$ cat src/rtl/regbank_param.sv
// Parametrised register file: two combinational read ports, one clocked write port,
// a self-sequencing clear engine with a ready flag, optional bypass and hardwired-zero r0.
module regbank_param #(
    parameter int unsigned WIDTH   = 32,
    parameter int unsigned ADDR_W  = 2,
    parameter int unsigned BYPASS  = 1,
    parameter int unsigned ZERO_R0 = 0
) (
    input  logic              clk,
    input  logic              rst,
    input  logic              clear,
    input  logic              write,
    input  logic [ADDR_W-1:0] dr,
    input  logic [WIDTH-1:0]  wrData,
    input  logic [ADDR_W-1:0] sr1,
    input  logic [ADDR_W-1:0] sr2,
    output logic [WIDTH-1:0]  rdData1,
    output logic [WIDTH-1:0]  rdData2,
    output logic              ready
);

    localparam int unsigned       DEPTH    = 1 << ADDR_W;
    localparam logic [ADDR_W-1:0] CNT_LAST = ADDR_W'(DEPTH - 1);

    localparam logic [0:0] ST_CLEAR = 1'b0;
    localparam logic [0:0] ST_READY = 1'b1;

    logic [0:0]        state_q, state_d;
    logic [ADDR_W-1:0] cnt_q, cnt_d;
    logic              ready_q, ready_d;
    logic [WIDTH-1:0]  mem_q [DEPTH];
    logic [WIDTH-1:0]  mem_d [DEPTH];

    logic              dr_is_zero;
    logic              wr_hit;
    logic              byp1, byp2;

    assign dr_is_zero = (ZERO_R0 != 0) && (dr == '0);

    // A write lands only in READY, without a competing clear, and never into a hardwired r0.
    assign wr_hit = (state_q == ST_READY) && !clear && write && !dr_is_zero;

    // Controller: clear restarts the sweep, the sweep zeroes one entry per cycle, then writes.
    always_comb begin
        state_d = state_q;
        cnt_d   = cnt_q;
        ready_d = ready_q;
        mem_d   = mem_q;
        if (clear) begin
            state_d = ST_CLEAR;
            cnt_d   = '0;
            ready_d = 1'b0;
        end else if (state_q == ST_CLEAR) begin
            mem_d[cnt_q] = '0;
            cnt_d        = cnt_q + ADDR_W'(1);
            if (cnt_q == CNT_LAST) begin
                state_d = ST_READY;
                ready_d = 1'b1;
            end
        end else if (wr_hit) begin
            mem_d[dr] = wrData;
        end
    end

    always_ff @(posedge clk) begin
        if (rst) begin
            state_q <= ST_CLEAR;
            cnt_q   <= '0;
            ready_q <= 1'b0;
        end else begin
            state_q <= state_d;
            cnt_q   <= cnt_d;
            ready_q <= ready_d;
        end
    end

    // Storage is left untouched by the reset edge itself; the sweep that follows zeroes it.
    always_ff @(posedge clk) begin
        if (!rst) begin
            mem_q <= mem_d;
        end
    end

    assign byp1 = (BYPASS != 0) && ready_q && write && !clear && (dr == sr1);
    assign byp2 = (BYPASS != 0) && ready_q && write && !clear && (dr == sr2);

    always_comb begin
        rdData1 = '0;
        if ((ZERO_R0 != 0) && (sr1 == '0)) begin
            rdData1 = '0;
        end else if (!ready_q) begin
            rdData1 = '0;
        end else if (byp1) begin
            rdData1 = wrData;
        end else begin
            rdData1 = mem_q[sr1];
        end
    end

    always_comb begin
        rdData2 = '0;
        if ((ZERO_R0 != 0) && (sr2 == '0)) begin
            rdData2 = '0;
        end else if (!ready_q) begin
            rdData2 = '0;
        end else if (byp2) begin
            rdData2 = wrData;
        end else begin
            rdData2 = mem_q[sr2];
        end
    end

    assign ready = ready_q;

endmodule
$ cat config.mk
export PLATFORM = sky130hd
export DESIGN_NAME = regbank_param
export DESIGN_NICKNAME = d
export VERILOG_FILES = /design/src/rtl/regbank_param.sv
export SDC_FILE = /design/constraint.sdc
export NUM_CORES = 1
export LEC_CHECK = 0
export CAP_MARGIN = 10
export CORE_MARGIN = 2
export CORE_UTILIZATION = 60
export CTS_CLUSTER_DIAMETER = 150
export DETAILED_ROUTE_END_ITERATION = 6
export GPL_TIMING_DRIVEN = 1
export PLACE_DENSITY = 0.84
export SKIP_LAST_GASP = 1
export SLEW_MARGIN = 10
export SYNTH_ARGS = -nofsm -noshare
export SYNTH_HDL_FRONTEND = slang
export SYNTH_SLANG_ARGS = --single-unit
$ cat constraint.sdc
create_clock -name clk -period 10.2 [get_ports clk]
set_clock_uncertainty 0.15 [all_clocks]
set_input_delay 2.55 -clock clk [delete_from_list [all_inputs] [get_ports clk]]
set_output_delay 2.55 -clock clk [all_outputs]
set_load 0.01 [all_outputs]
==> results.cfg <==
[timing]
relSlewSlack_pct = 19.79
tightest_slew_ps = 1197
rsz0062_at_grt = no
maxSlewViolCount = 0
fmax_mhz = 119.0
setup_slack_ps = 1799
final_hold_viol_count = 0
period_needed_ps = 8401
setup_viol = 0
setup_tns_ps = 0
post-route-period-util_pct = 82.36

[pwr]
switching_share_pct = 26.90
leakage_nw = 3.478
clkPwrFrac_pct = 39.9
sequentialPowerShare_pct = 43.1
p_int_w = 0.001089
total_power_w = 0.001490
share_comb_of_total_power_pct = 16.9
irDropWorstVdd_v = 0.0001148
p_switching_w = 0.0004008
powerDensity_nw_per_um2 = 133.3

[clock_network]
cts_tree = done
cts.hold.buffers_added = 0
cts_sinks = 132
cts-root-buf = clkbuf_16
clk_latency_ps = 430
path_clk_slew_ps = 50
cts-buffers-inserted = 17
cts_resized = 0
post_cts_buffers = 0
clockBufferDepth = 2
htree_levels = 4

[worst_setup_path]
cpMostUsedCell = clkdlybuf4s50_1
cp-start-kind = input pin
crit_type = in -> out
end_kind = primary output
r2r_cells = 3
crit_slowest_cell = xnor2_2
critical_path.cell_chain = clkdlybuf4s50_1 > xnor2_2 > buf_4 > nand4_1 > a21boi_2 > clkdlybuf4s50_1
required_ps = 7500
cp_max_fo = 20
worstPathArrival_ps = 5700
slowest_delay_ps = 1110

[synthesis]
synth_area_leaders = edfxtp_1 40%, mux4_2 14%, o31ai_2 7.8%, a21boi_2 7.0%, nand4_1 4.1%
seq_area_frac_synth_pct = 40.65
synthesis.nets = 836
synth_seq_cells = 132
postSynthAreaPerCell_um2 = 12.22
synth_most_common_cell = edfxtp_1
synthCells = 790
synth-main-ff-cell = edfxtp_1
synth_cell_types = 35
async_flop_share_pct = 0
synth_area_leader_cell = edfxtp_1
synth-edff-count = 128
syn_area_um2 = 9653
synth_top_area_share_pct = 39.82
synth_warnings = 0
synth_common_cells = 128 x edfxtp_1, 98 x nand2_1, 64 x nand4_1

[drt]
vias_per_cell = 7.487
final_antenna_net_count = 0
vias = 7974
wirelength_um = 29220
wl_per_cell_um = 27.43
drt_iter0_drc = 1154
firstDrtPassIters = 6
drc = 0

[grt]
grt_pass1_wl_um = 44620
antenna_found_initial = 0
grt-ovfl-total = 0
grt_pass1_vias = 8127
grtUsageMet3_pct = 10.30
grt_util_met1_pct = 44.48
grt_start_max_net_pins = 69
grtUsageMet2_pct = 56.62
gr-usage-all-layers_pct = 35.32
top_usage_layer = met2

[cells_and_area]
syn2layout_area_growth_pct = 15.76
post-route-util_pct = 70.60
drive_gt1_share_pct = 29.80
diodes = 0
fin_nets = 882
final_cell_count_no_fill = 1065

[floorplan]
num_rows = 46
ios = 107
die_height_um = 130.8
die_area_um2 = 17120
die_x_um = 130.8
design.core.area_um2 = 15830
start_util_pct = 60.99

[place]
routabilityCongestion = 0.8475
pre_cts_slack_ps = 1846
dp.cells = 1032
hpwlAfterDp_um = 17440
io_buffers = 106

[outcome]
status = finished, final reports clean

[flow_run]
cap_violations = 0

[hold_path]
whs_path_depth = 2
holdCritPathClass = reg -> reg
## routing by layer
metal,routed length (um),up-vias
met2,14280,691
met3,3761,121
met1,10080,3889
met5,0,-
met4,1094,0
li1,-,3273
## worst max-delay path, delay by kind of cell
family                 cells  cell delay, ps
XOR/XNOR                   1            1110
AO/OA/AOI/OAI              1             180
AND/OR/NAND/NOR            1             150
buffers and inverters      3            1710
## power groups by stage
stage | logic, W | clock network [W] | registers (W)
after floorplan | 0.000177 | 0 | 0.000647
final | 0.000252 | 0.000595 | 0.000643
after global placement | 0.000236 | 0 | 0.000649
after detailed placement | 0.000243 | 0 | 0.000653
after CTS | 0.000246 | 0.000592 | 0.000642
after global routing | 0.000262 | 0.000615 | 0.000645
## final timing paths
check                   startpoint               endpoint  slack, ps
min reg2reg  cnt_q[1]$_SDFFE_PP0N_  cnt_q[1]$_SDFFE_PP0N_        420
max reg2reg     state_q$_SDFF_PP0_   mem_q[102]$_DFFE_PP_       7850
max                          dr[0]            rdData2[15]       1800
min          cnt_q[1]$_SDFFE_PP0N_  cnt_q[1]$_SDFFE_PP0N_        420
## flip-flops by register name, indices dropped and copies added, names as in the netlist
| signal | flops |
|---|---|
| mem_q | 128 |
| cnt_q | 2 |
| ready | 1 |
| state_q | 1 |
## logic make-up (layout without fill, tap and decap cells)
family	count (synthesis)	after routing	synth area share, %
AOI/OAI and AO/OA	261	261	25.18
and+or+nand+nor	180	180	8.931
buffers and inverters	139	198	8.088
DFF	132	132	40.65
muxes	65	65	15.19
xor gates and xnor gates	9	9	1.439
adders and majority gates	4	4	0.5185
## placed cells by master (no fill, tap or decap), drive strengths merged, types with 26 or more instances in the layout
cell / synthesis / routed
edfxtp: 128 / 128
clkdlybuf4s50: 0 / 102
nand2: 98 / 98
o21ai: 66 / 66
nand4: 64 / 64
mux4: 64 / 64
o31ai: 64 / 64
a21boi: 64 / 64
inv: 37 / 37
o32ai: 33 / 33
a32o: 31 / 31
buf: 67 / 27
clkbuf: 35 / 26
## stage by stage
step / hold WS (ps) / instance area [um2]
floorplan: 367.5 / 9653
finish: 418.8 / 11170
global placement: 385.8 / 10590
detailed placement: 411.5 / 10590
CTS: 421.1 / 11150
global route: 452.3 / 11170
## layout make-up
type	count	area [um2]
Inverter	37	138.9
Timing Repair Buffer	129	1226
Clock buffer	26	479.2
Clock inverter	6	82.58
Sequential cell	132	3928
Tap cell	216	270.3
Multi-Input combinational cell	519	5050
Fill cell	1064	4653
(Power assumes the default switching activity.)
